<file path="src/rtl/bin2bcd_seq_display.sv">
// Sequential binary-to-decimal seven-segment display driver.
// A start captures value (unsigned or two's complement) and runs an iterative
// shift-and-add-3 (double dabble) conversion, one bit per clock. The finished
// result is decoded into active-low digits with leading-zero blanking, a sign
// digit and an overflow indication (all digits show a dash on overflow).
//
// Ports:
//   clk          system clock, rising edge
//   rst_n        synchronous active-low reset
//   value        binary input, captured when a start is accepted
//   signed_mode  1 = value is two's complement, captured with value
//   start        conversion request, accepted in idle or done
//   busy         high while shifting
//   done         one-cycle pulse when the display outputs update
//   overflow     last result did not fit in DIGITS digits
//   hex          DIGITS digits, digit k at [7k+6:7k], bit0=a .. bit6=g, active-low
//   hex_sign     sign digit, same encoding
module bin2bcd_seq_display #(
  parameter int unsigned WIDTH  = 10,
  parameter int unsigned DIGITS = 4
) (
  input  logic                  clk,
  input  logic                  rst_n,
  input  logic [WIDTH-1:0]      value,
  input  logic                  signed_mode,
  input  logic                  start,
  output logic                  busy,
  output logic                  done,
  output logic                  overflow,
  output logic [7*DIGITS-1:0]   hex,
  output logic [6:0]            hex_sign
);

  localparam int unsigned CntW = $clog2(WIDTH + 1);
  localparam int unsigned BcdW = 4 * DIGITS;

  localparam logic [6:0] SegBlank = 7'h7F;
  localparam logic [6:0] SegDash  = 7'h3F;

  typedef enum logic [1:0] {StIdle, StShift, StDone} state_e;

  state_e              state_q, state_d;
  logic [WIDTH-1:0]    mag_q, mag_d;
  logic [BcdW-1:0]     bcd_q, bcd_d;
  logic                ovf_q, ovf_d;
  logic                neg_q, neg_d;
  logic [CntW-1:0]     cnt_q, cnt_d;
  logic [7*DIGITS-1:0] hex_q, hex_d;
  logic [6:0]          sign_q, sign_d;
  logic                ovf_out_q, ovf_out_d;

  logic                accept;
  logic [BcdW-1:0]     bcd_adj;
  logic [BcdW-1:0]     bcd_sh;
  logic [WIDTH-1:0]    mag_sh;
  logic                shift_out;
  logic                ovf_sh;
  logic                lead;
  logic [3:0]          nib;

  function automatic logic [6:0] seg7(input logic [3:0] d);
    case (d)
      4'd0:    seg7 = 7'h40;
      4'd1:    seg7 = 7'h79;
      4'd2:    seg7 = 7'h24;
      4'd3:    seg7 = 7'h30;
      4'd4:    seg7 = 7'h19;
      4'd5:    seg7 = 7'h12;
      4'd6:    seg7 = 7'h02;
      4'd7:    seg7 = 7'h78;
      4'd8:    seg7 = 7'h00;
      4'd9:    seg7 = 7'h10;
      default: seg7 = SegBlank;
    endcase
  endfunction

  assign accept = start && ((state_q == StIdle) || (state_q == StDone));

  // State register
  always_ff @(posedge clk) begin
    if (!rst_n) begin
      state_q <= StIdle;
    end else begin
      state_q <= state_d;
    end
  end

  // Next-state logic
  always_comb begin
    state_d = state_q;
    unique case (state_q)
      StIdle:  if (start) state_d = StShift;
      StShift: if (cnt_q == CntW'(1)) state_d = StDone;
      StDone:  state_d = start ? StShift : StIdle;
      default: state_d = StIdle;
    endcase
  end

  // Outputs: state-decoded flags plus the result registers
  always_comb begin
    busy     = (state_q == StShift);
    done     = (state_q == StDone);
    overflow = ovf_out_q;
    hex      = hex_q;
    hex_sign = sign_q;
  end

  // Datapath next-state
  always_comb begin
    mag_d     = mag_q;
    bcd_d     = bcd_q;
    ovf_d     = ovf_q;
    neg_d     = neg_q;
    cnt_d     = cnt_q;
    hex_d     = hex_q;
    sign_d    = sign_q;
    ovf_out_d = ovf_out_q;
    lead      = 1'b1;
    nib       = '0;

    bcd_adj = bcd_q;
    for (int k = 0; k < int'(DIGITS); k++) begin
      if (bcd_q[4*k +: 4] >= 4'd5) bcd_adj[4*k +: 4] = bcd_q[4*k +: 4] + 4'd3;
    end
    {shift_out, bcd_sh, mag_sh} = {bcd_adj, mag_q, 1'b0};
    ovf_sh = ovf_q | shift_out;

    if (accept) begin
      neg_d = signed_mode & value[WIDTH-1];
      mag_d = neg_d ? (~value + WIDTH'(1)) : value;
      bcd_d = '0;
      ovf_d = 1'b0;
      cnt_d = CntW'(WIDTH);
    end else if (state_q == StShift) begin
      mag_d = mag_sh;
      bcd_d = bcd_sh;
      ovf_d = ovf_sh;
      cnt_d = cnt_q - CntW'(1);
      // Last shift: decode the freshly shifted BCD straight into the display
      if (cnt_q == CntW'(1)) begin
        if (ovf_sh) begin
          hex_d     = {DIGITS{SegDash}};
          sign_d    = SegBlank;
          ovf_out_d = 1'b1;
        end else begin
          for (int k = int'(DIGITS) - 1; k >= 0; k--) begin
            nib = bcd_sh[4*k +: 4];
            if (nib != 4'd0) lead = 1'b0;
            hex_d[7*k +: 7] = (lead && (k != 0)) ? SegBlank : seg7(nib);
          end
          // Magnitude zero only arises from a non-negative input, so no "-0"
          sign_d    = neg_q ? SegDash : SegBlank;
          ovf_out_d = 1'b0;
        end
      end
    end
  end

  // Datapath registers
  always_ff @(posedge clk) begin
    if (!rst_n) begin
      mag_q     <= '0;
      bcd_q     <= '0;
      ovf_q     <= 1'b0;
      neg_q     <= 1'b0;
      cnt_q     <= '0;
      hex_q     <= {DIGITS{SegBlank}};
      sign_q    <= SegBlank;
      ovf_out_q <= 1'b0;
    end else begin
      mag_q     <= mag_d;
      bcd_q     <= bcd_d;
      ovf_q     <= ovf_d;
      neg_q     <= neg_d;
      cnt_q     <= cnt_d;
      hex_q     <= hex_d;
      sign_q    <= sign_d;
      ovf_out_q <= ovf_out_d;
    end
  end

endmodule

</file>
<file path="config.mk">
export PLATFORM = sky130hd
export DESIGN_NAME = bin2bcd_seq_display
export DESIGN_NICKNAME = d
export VERILOG_FILES = /design/src/rtl/bin2bcd_seq_display.sv
export SDC_FILE = /design/constraint.sdc
export NUM_CORES = 1
export LEC_CHECK = 0
export ABC_AREA = 1
export CORE_MARGIN = 2
export CORE_UTILIZATION = 35
export DETAILED_ROUTE_END_ITERATION = 8
export GPL_TIMING_DRIVEN = 0
export PLACE_DENSITY = 0.63
export SKIP_CTS_REPAIR_TIMING = 1
export SYNTH_ARGS = -nofsm -noshare
export SYNTH_HDL_FRONTEND = slang
export SYNTH_SLANG_ARGS = --single-unit
</file>
<file path="constraint.sdc">
create_clock -name clk -period 3.5 [get_ports clk]
set_input_delay 0.7 -clock clk [delete_from_list [all_inputs] [get_ports clk]]
set_output_delay 0.7 -clock clk [all_outputs]
set_load 0.05 [all_outputs]
</file>
=== Word level (Yosys, flattened, before mapping) ===
Memory sizes are Yosys's and may differ from the RTL's.
Index checks and enable logic that the tools add are counted.

* Register bits after elaboration: 70
* Bits in latches: 0
* RAM bits: 0
* ROM bits: 448
* Input port bits: 14
* Output and inout bits: 38
* Logic and storage cells: 79
* Memories: 4

{| class="wikitable"
|+ Memories
! memory !! words !! width !! rd ports !! clocked after memory_dff !! write ports !! line !! source
|-
| (no name shown) || 16 || 7 || 1 || 0 || 0 || 62 || <nowiki>case (d)</nowiki>
|-
| (no name shown) || 16 || 7 || 1 || 0 || 0 || 62 ||
|-
| (no name shown) || 16 || 7 || 1 || 0 || 0 || 62 ||
|-
| (no name shown) || 16 || 7 || 1 || 0 || 0 || 62 ||
|}

* Add/subtract/negate cells: 6
* Multiply operators: 0
* Div/mod/pow operators: 0
* $lt $le $gt $ge: 4
* Eq/ne operators: 5
* Shift operators: 0
* Multiplexer cells: 35
* Bitwise operators: 5
* Reductions and logical operators: 10

{| class="wikitable"
|+ Operators with widths
! kind !! count
|-
| $mux W7 || 5
|-
| $mux W10 || 3
|-
| $mux W28 || 1
|-
| $mux W4 || 6
|-
| $mux W1 || 17
|-
| $add A4 B2 Y4 const B || 4
|-
| $ge A4 B3 Y1 const B || 4
|-
| $reduce_bool A4 Y1 || 3
|-
| $add A10 B1 Y10 const B || 1
|-
| $not A10 Y10 || 1
|-
| $pmux W2 S3 || 1
|-
| $eq A4 B1 Y1 const B || 1
|-
| $mux W2 || 2
|-
| $sub A4 B1 Y4 const B || 1
|-
| $reduce_and A3 Y1 || 1
|-
| $eq A2 B1 Y1 const B || 1
|-
| $eq A2 B2 Y1 const B || 1
|-
| $logic_not A2 Y1 || 1
|-
| $ne A2 B1 Y1 const B || 1
|-
| $ne A2 B2 Y1 const B || 1
|-
| $not A1 Y1 || 2
|-
| $reduce_and A2 Y1 || 1
|-
| $reduce_bool A2 Y1 || 1
|-
| $reduce_or A2 Y1 || 1
|-
| other kinds (4) || 4
|}

=== Longest topological paths before layout ===
* Depth after elaboration: 20
* Gate-level depth with buffers: 17
* Gate-level depth less buffers: 17

=== Worst setup path after synthesis ===
No wires, ideal clock.

* Kind: register to register
* Start: reg bcd_q[12]
* End: reg hex_q[12] (netlist: hex[12])
* Library setup time: 0.060 ns
* Arrival: 1.834 ns
* Data required time: 3.440 ns
* Path slack: 1.606 ns
* Cell stages (with the launch flop): 14
* Buffers on the path: 0
* Period minus slack after synthesis: 1.894 ns
* Cell sequence: dfxtp_1 > inv_2 > ha_1 > inv_1 > nand2_2 > nand3_2 > xor2_2 > ha_1 > nand3_4 > nor2_8 > nand2_4 > nand3_1 > nand2_1 > nand2_1

* Longest elaborated chain between the ends: 20
* Elaborated cells on any way between the ends: 22
* Classes of those cells: add/sub (1); order compare (1); mux (18); bitwise (1); reduce/logical (1)

{| class="wikitable"
|+ RTL lines
! item !! line !! source
|-
| from (decl) || 44 || <nowiki>logic [BcdW-1:0] bcd_q, bcd_d;</nowiki>
|-
| from (signal assigned) || 163 || <nowiki>bcd_q <= '0;</nowiki>
|-
| from (signal assigned) || 172 || <nowiki>bcd_q <= bcd_d;</nowiki>
|-
| $add A4 B2 Y4 or $ge A4 B3 Y1 (tied branches) || 123 || <nowiki>if (bcd_q[4*k +: 4] >= 4'd5) bcd_adj[4*k +: 4] = bcd_q[4*k +: 4] + 4'd3;</nowiki>
|-
| $mux W4 (*) || 123 ||
|-
| $reduce_bool A4 Y1 || 148 || <nowiki>if (nib != 4'd0) lead = 1'b0;</nowiki>
|-
| $mux W1 || 148 ||
|-
| $mux W1 || 141 || <nowiki>if (ovf_sh) begin</nowiki>
|-
| $mux W1 || 140 || <nowiki>if (cnt_q == CntW'(1)) begin</nowiki>
|-
| $mux W1 || 134 || <nowiki>end else if (state_q == StShift) begin</nowiki>
|-
| $mux W1 || 128 || <nowiki>if (accept) begin</nowiki>
|-
| [... 4 more ...] || -- ||
|-
| $mux W1 || 128 ||
|-
| $mux W1 || 148 ||
|-
| $mux W1 || 141 ||
|-
| $mux W1 || 140 ||
|-
| $mux W1 || 134 ||
|-
| $mux W1 || 128 ||
|-
| $mux W7 || 149 || <nowiki>hex_d[7*k +: 7] = (lead && (k != 0)) ? SegBlank : seg7(nib);</nowiki>
|-
| $mux W28 (*) || 141 ||
|-
| to (signal assigned) || 167 || <nowiki>hex_q <= {DIGITS{SegBlank}};</nowiki>
|-
| to (decl) || 48 || <nowiki>logic [7*DIGITS-1:0] hex_q, hex_d;</nowiki>
|}

Mark *: on every way between the ends. The rest lies on a longest branch, timed or not. The select of a mux whose other input is x is not followed.
A chain may end at the register's enable or synchronous reset.

=== Worst setup path in the final report ===
* Start: reg state_q[1]
* End: out busy

* Longest elaborated chain between the ends: 1

{| class="wikitable"
|+ RTL lines
! item !! line !! source
|-
| from (decl) || 42 || <nowiki>state_e state_q, state_d;</nowiki>
|-
| from (signal assigned) || 82 || <nowiki>state_q <= StIdle;</nowiki>
|-
| from (signal assigned) || 84 || <nowiki>state_q <= state_d;</nowiki>
|-
| $eq A2 B1 Y1 || 101 || <nowiki>busy = (state_q == StShift);</nowiki>
|-
| to (decl) || 27 || <nowiki>output logic busy,</nowiki>
|}

No other way between the ends.

==> flow_metrics.env <==
export IMPL_start_util_pct=35.46
export IMPL_grt_pass1_wl_mm=16.50
export IMPL_relSlewSlack_pct=62.19
export IMPL_synthSimpleGateAreaFrac_pct=30.89
export IMPL_cp_data_required_time_ps=2800
export IMPL_met1_usage_pct=20.01
export IMPL_wl_mm=9.480
export IMPL_hold_ws_ps=462.2
export IMPL_synth_edff_count=0
export IMPL_synth_warnings=0
export IMPL_power_frac_comb_pct=23.5
export IMPL_dieHeight_um=110.9
export IMPL_syn2layout_area_growth_pct=24.04
export IMPL_synth_top_family_by_area="simple AND/OR/NAND/NOR gates"
export IMPL_cp_arrival_ps=2130
export IMPL_grt_start_max_net_pins=12
export IMPL_vdd_drop_max_mv=0.3220
export IMPL_antenna_found_initial=0
export IMPL_maxCapViolations=0
export IMPL_vias_per_cell=4.800
export IMPL_synth_top_area_share_pct=32.05
export IMPL_route_detailed_wl_per_inst_um=11.82
export IMPL_p_sw_share_pct=31.09
export IMPL_leakage_nw=2.297
export IMPL_nets=693
export IMPL_cts_buffers=9
export IMPL_busiest_layer="met2"
export IMPL_netSwitchingPower_uw=717.2
export IMPL_yosysSeqAreaShare_pct=32.05
export IMPL_tightest_slew_ps=567.1
export IMPL_clkSinkCount=64
export IMPL_seq_power_share_pct=34.1
export IMPL_synth_compound_area_share_pct=16.37
export IMPL_clockRootBuffer="clkbuf_16"
export IMPL_fin_crit_ps=2826
export IMPL_cp_cell_sequence="inv_1, nand2_1, inv_2, buf_2, clkdlybuf4s50_1"
export IMPL_ys_ff_latch=64
export IMPL_io_buffers=44
export IMPL_endpoint_kind="output port"
export IMPL_htreeDepth=3
export IMPL_powerDensity_nw_per_um2=465.2
export IMPL_clock_latency_ps=340
export IMPL_synth_fa_ha_area_share_pct=7.825
export IMPL_hpwlAfterDp_mm=7.155
export IMPL_clockBufferDepth=2
export IMPL_first_iter_violations=274
export IMPL_use_met2_pct=27.20
export IMPL_p_int_mw=1.589
export IMPL_netlist_area_um2=3998
export IMPL_path_class="register to output port"
export IMPL_synthArstFlopShare_pct=0
export IMPL_tritoncts="built"
export IMPL_via_count=3850
export IMPL_crit_fanout=10
export IMPL_cp_start_kind="register"
export IMPL_yosysTopAreaCell="dfxtp_1"
export IMPL_detail_route_antenna_nets=0
export IMPL_rows=39
export IMPL_outcome="finished, final reports clean"
export IMPL_pin_count=52
export IMPL_final_setup_viol_count=0
export IMPL_ys_types=39
export IMPL_rsz0062_at_grt="no"
export IMPL_num_fill_cells=1155
export IMPL_syn_instance_count=594
export IMPL_clock_skew_ps=8.578
export IMPL_hp_class="register to register"
export IMPL_gr_usage_all_layers_pct=16.10
export IMPL_clkSlewWorstSetupHoldPaths_ps=50
export IMPL_gr_usage_met3_pct=4.265
export IMPL_synth_main_ff_cell="dfxtp_1"
export IMPL_gp_congestion=0.8888
export IMPL_synthMuxAreaShare_pct=0
export IMPL_fin_crit_sh_pct=80.73
export IMPL_crit_slowest_cell="clkdlybuf4s50_1"
export IMPL_die_w_um=110.9
export IMPL_grt_pass1_vias=3707
export IMPL_multi_input_area_um2=2321
export IMPL_drive_gt1_share_pct=11.99
export IMPL_core_um2=11270
export IMPL_dr_pass1_iters=7
export IMPL_syn_avg_cell_area_um2=6.730
export IMPL_synth_xor_area_share_pct=2.410
export IMPL_max_freq_mhz=353.9
export IMPL_diodes=0
export IMPL_finalHoldViolCount=0
export IMPL_seq_area_um2=1281
export IMPL_max_stage_delay_ps=850
export IMPL_tns_ps=0
export IMPL_drc=0
export IMPL_die_area_um2=12290
export IMPL_clock_power_share_pct=42.4
export IMPL_overflow=0
export IMPL_finalMaxSlewViolations=0
export IMPL_synth_area_leaders="dfxtp_1, nand2_1, ha_1"
[metrics by stage]
step	cells	util, %	setup slack [ps]	area (um2)	power (mW)
after floorplan	599	-	1606	4016	1.220
after global placement	786	41.13	1014	4636	1.330
after detailed placement	786	41.13	997.2	4636	1.340
after CTS	802	43.99	630.8	4959	2.328
after global routing	802	43.99	532.6	4959	2.429
final	802	43.99	674.5	4959	2.306
[critical path: cells and delay by family, from the launching register on]
family / cells / cell delay [ps]
buffers and inverters: 4 / 1360
DFF: 1 / 300
and+or+nand+nor: 1 / 130
[Yosys cell counts, types with 2 or more instances]
master,number
nand2_1,169
dfxtp_1,64
a21oi_1,62
inv_1,59
nand3_1,37
o21ai_1,31
nor2_1,26
ha_1,25
inv_2,21
o21ai_0,18
nand2_2,9
nand4_1,9
buf_2,7
clkbuf_1,7
buf_4,6
xor2_1,5
nor3_1,4
o211ai_1,4
nand3_2,3
nand3_4,3
nor2_2,3
buf_1,2
nand2_4,2
nor2_4,2
o21ai_2,2
[placed cells by master (no fill, tap or decap), types with 5 or more instances in the layout]
cell type,instances
a21oi_1,62
buf_2,7
buf_4,6
clkbuf_1,8
clkbuf_16,9
clkdlybuf4s50_1,44
conb_1,6
dfxtp_1,64
ha_1,25
inv_1,59
inv_2,21
nand2_1,169
nand2_2,9
nand3_1,37
nand4_1,9
nor2_1,26
o21ai_0,18
o21ai_1,31
xor2_1,5
[power by group through the flow]
stage | Clock [mW] | Sequential [mW] | Combinational (mW)
6_report | 0.978 | 0.786 | 0.542
4_1_cts | 1.00 | 0.786 | 0.541
3_5_place_dp | 0 | 0.801 | 0.539
2_1_floorplan | 0 | 0.817 | 0.403
3_3_place_gp | 0 | 0.800 | 0.529
5_1_grt | 1.03 | 0.790 | 0.613
[path summary, 6_finish.rpt]
kind	startpoint	to	slack, ps	depth (start not counted)
max	state_q[1]$_SDFFE_PN0P_	busy	670	5
min	mag_q[0]$_SDFFE_PN0P_	mag_q[0]$_SDFFE_PN0P_	460	2
max reg2reg	bcd_q[8]$_SDFFE_PP0P_	hex[22]$_SDFFE_PN1P_	1190	13
min reg2reg	mag_q[0]$_SDFFE_PN0P_	mag_q[0]$_SDFFE_PN0P_	460	2
[registers in the layout, indices dropped and copies added (netlist names)]
signal,cells
overflow,1
hex,28
hex_sign,1
mag_q,10
ovf_q,1
state_q,2
cnt_q,4
neg_q,1
bcd_q,16
[area by class of cell]
class                   instances  share of cell area, %
repair buffers                 44                  8.882
multi-input cells             433                  46.81
well taps                     143                  3.608
clock buffers                  11                  4.895
plain buffers                  22                  2.296
flip-flops and latches         64                  25.84
inverters                      80                  6.056
clock inverters                 5                  1.615
[routing by layer]
metal | vias up | wire [um]
met2 | 78 | 4420
met3 | 11 | 388
li1 | 2021 | -
met1 | 1740 | 4548
met4 | 0 | 122
met5 | - | 0
[kinds of logic after synthesis]
logic type | count (synthesis)
AOI/OAI and AO/OA | 123
xor gates and xnor gates | 8
adders and majority gates | 25
buffers and inverters | 102
DFF | 64
other | 1
and+or+nand+nor | 271
Power figures use the tool's default switching activity.
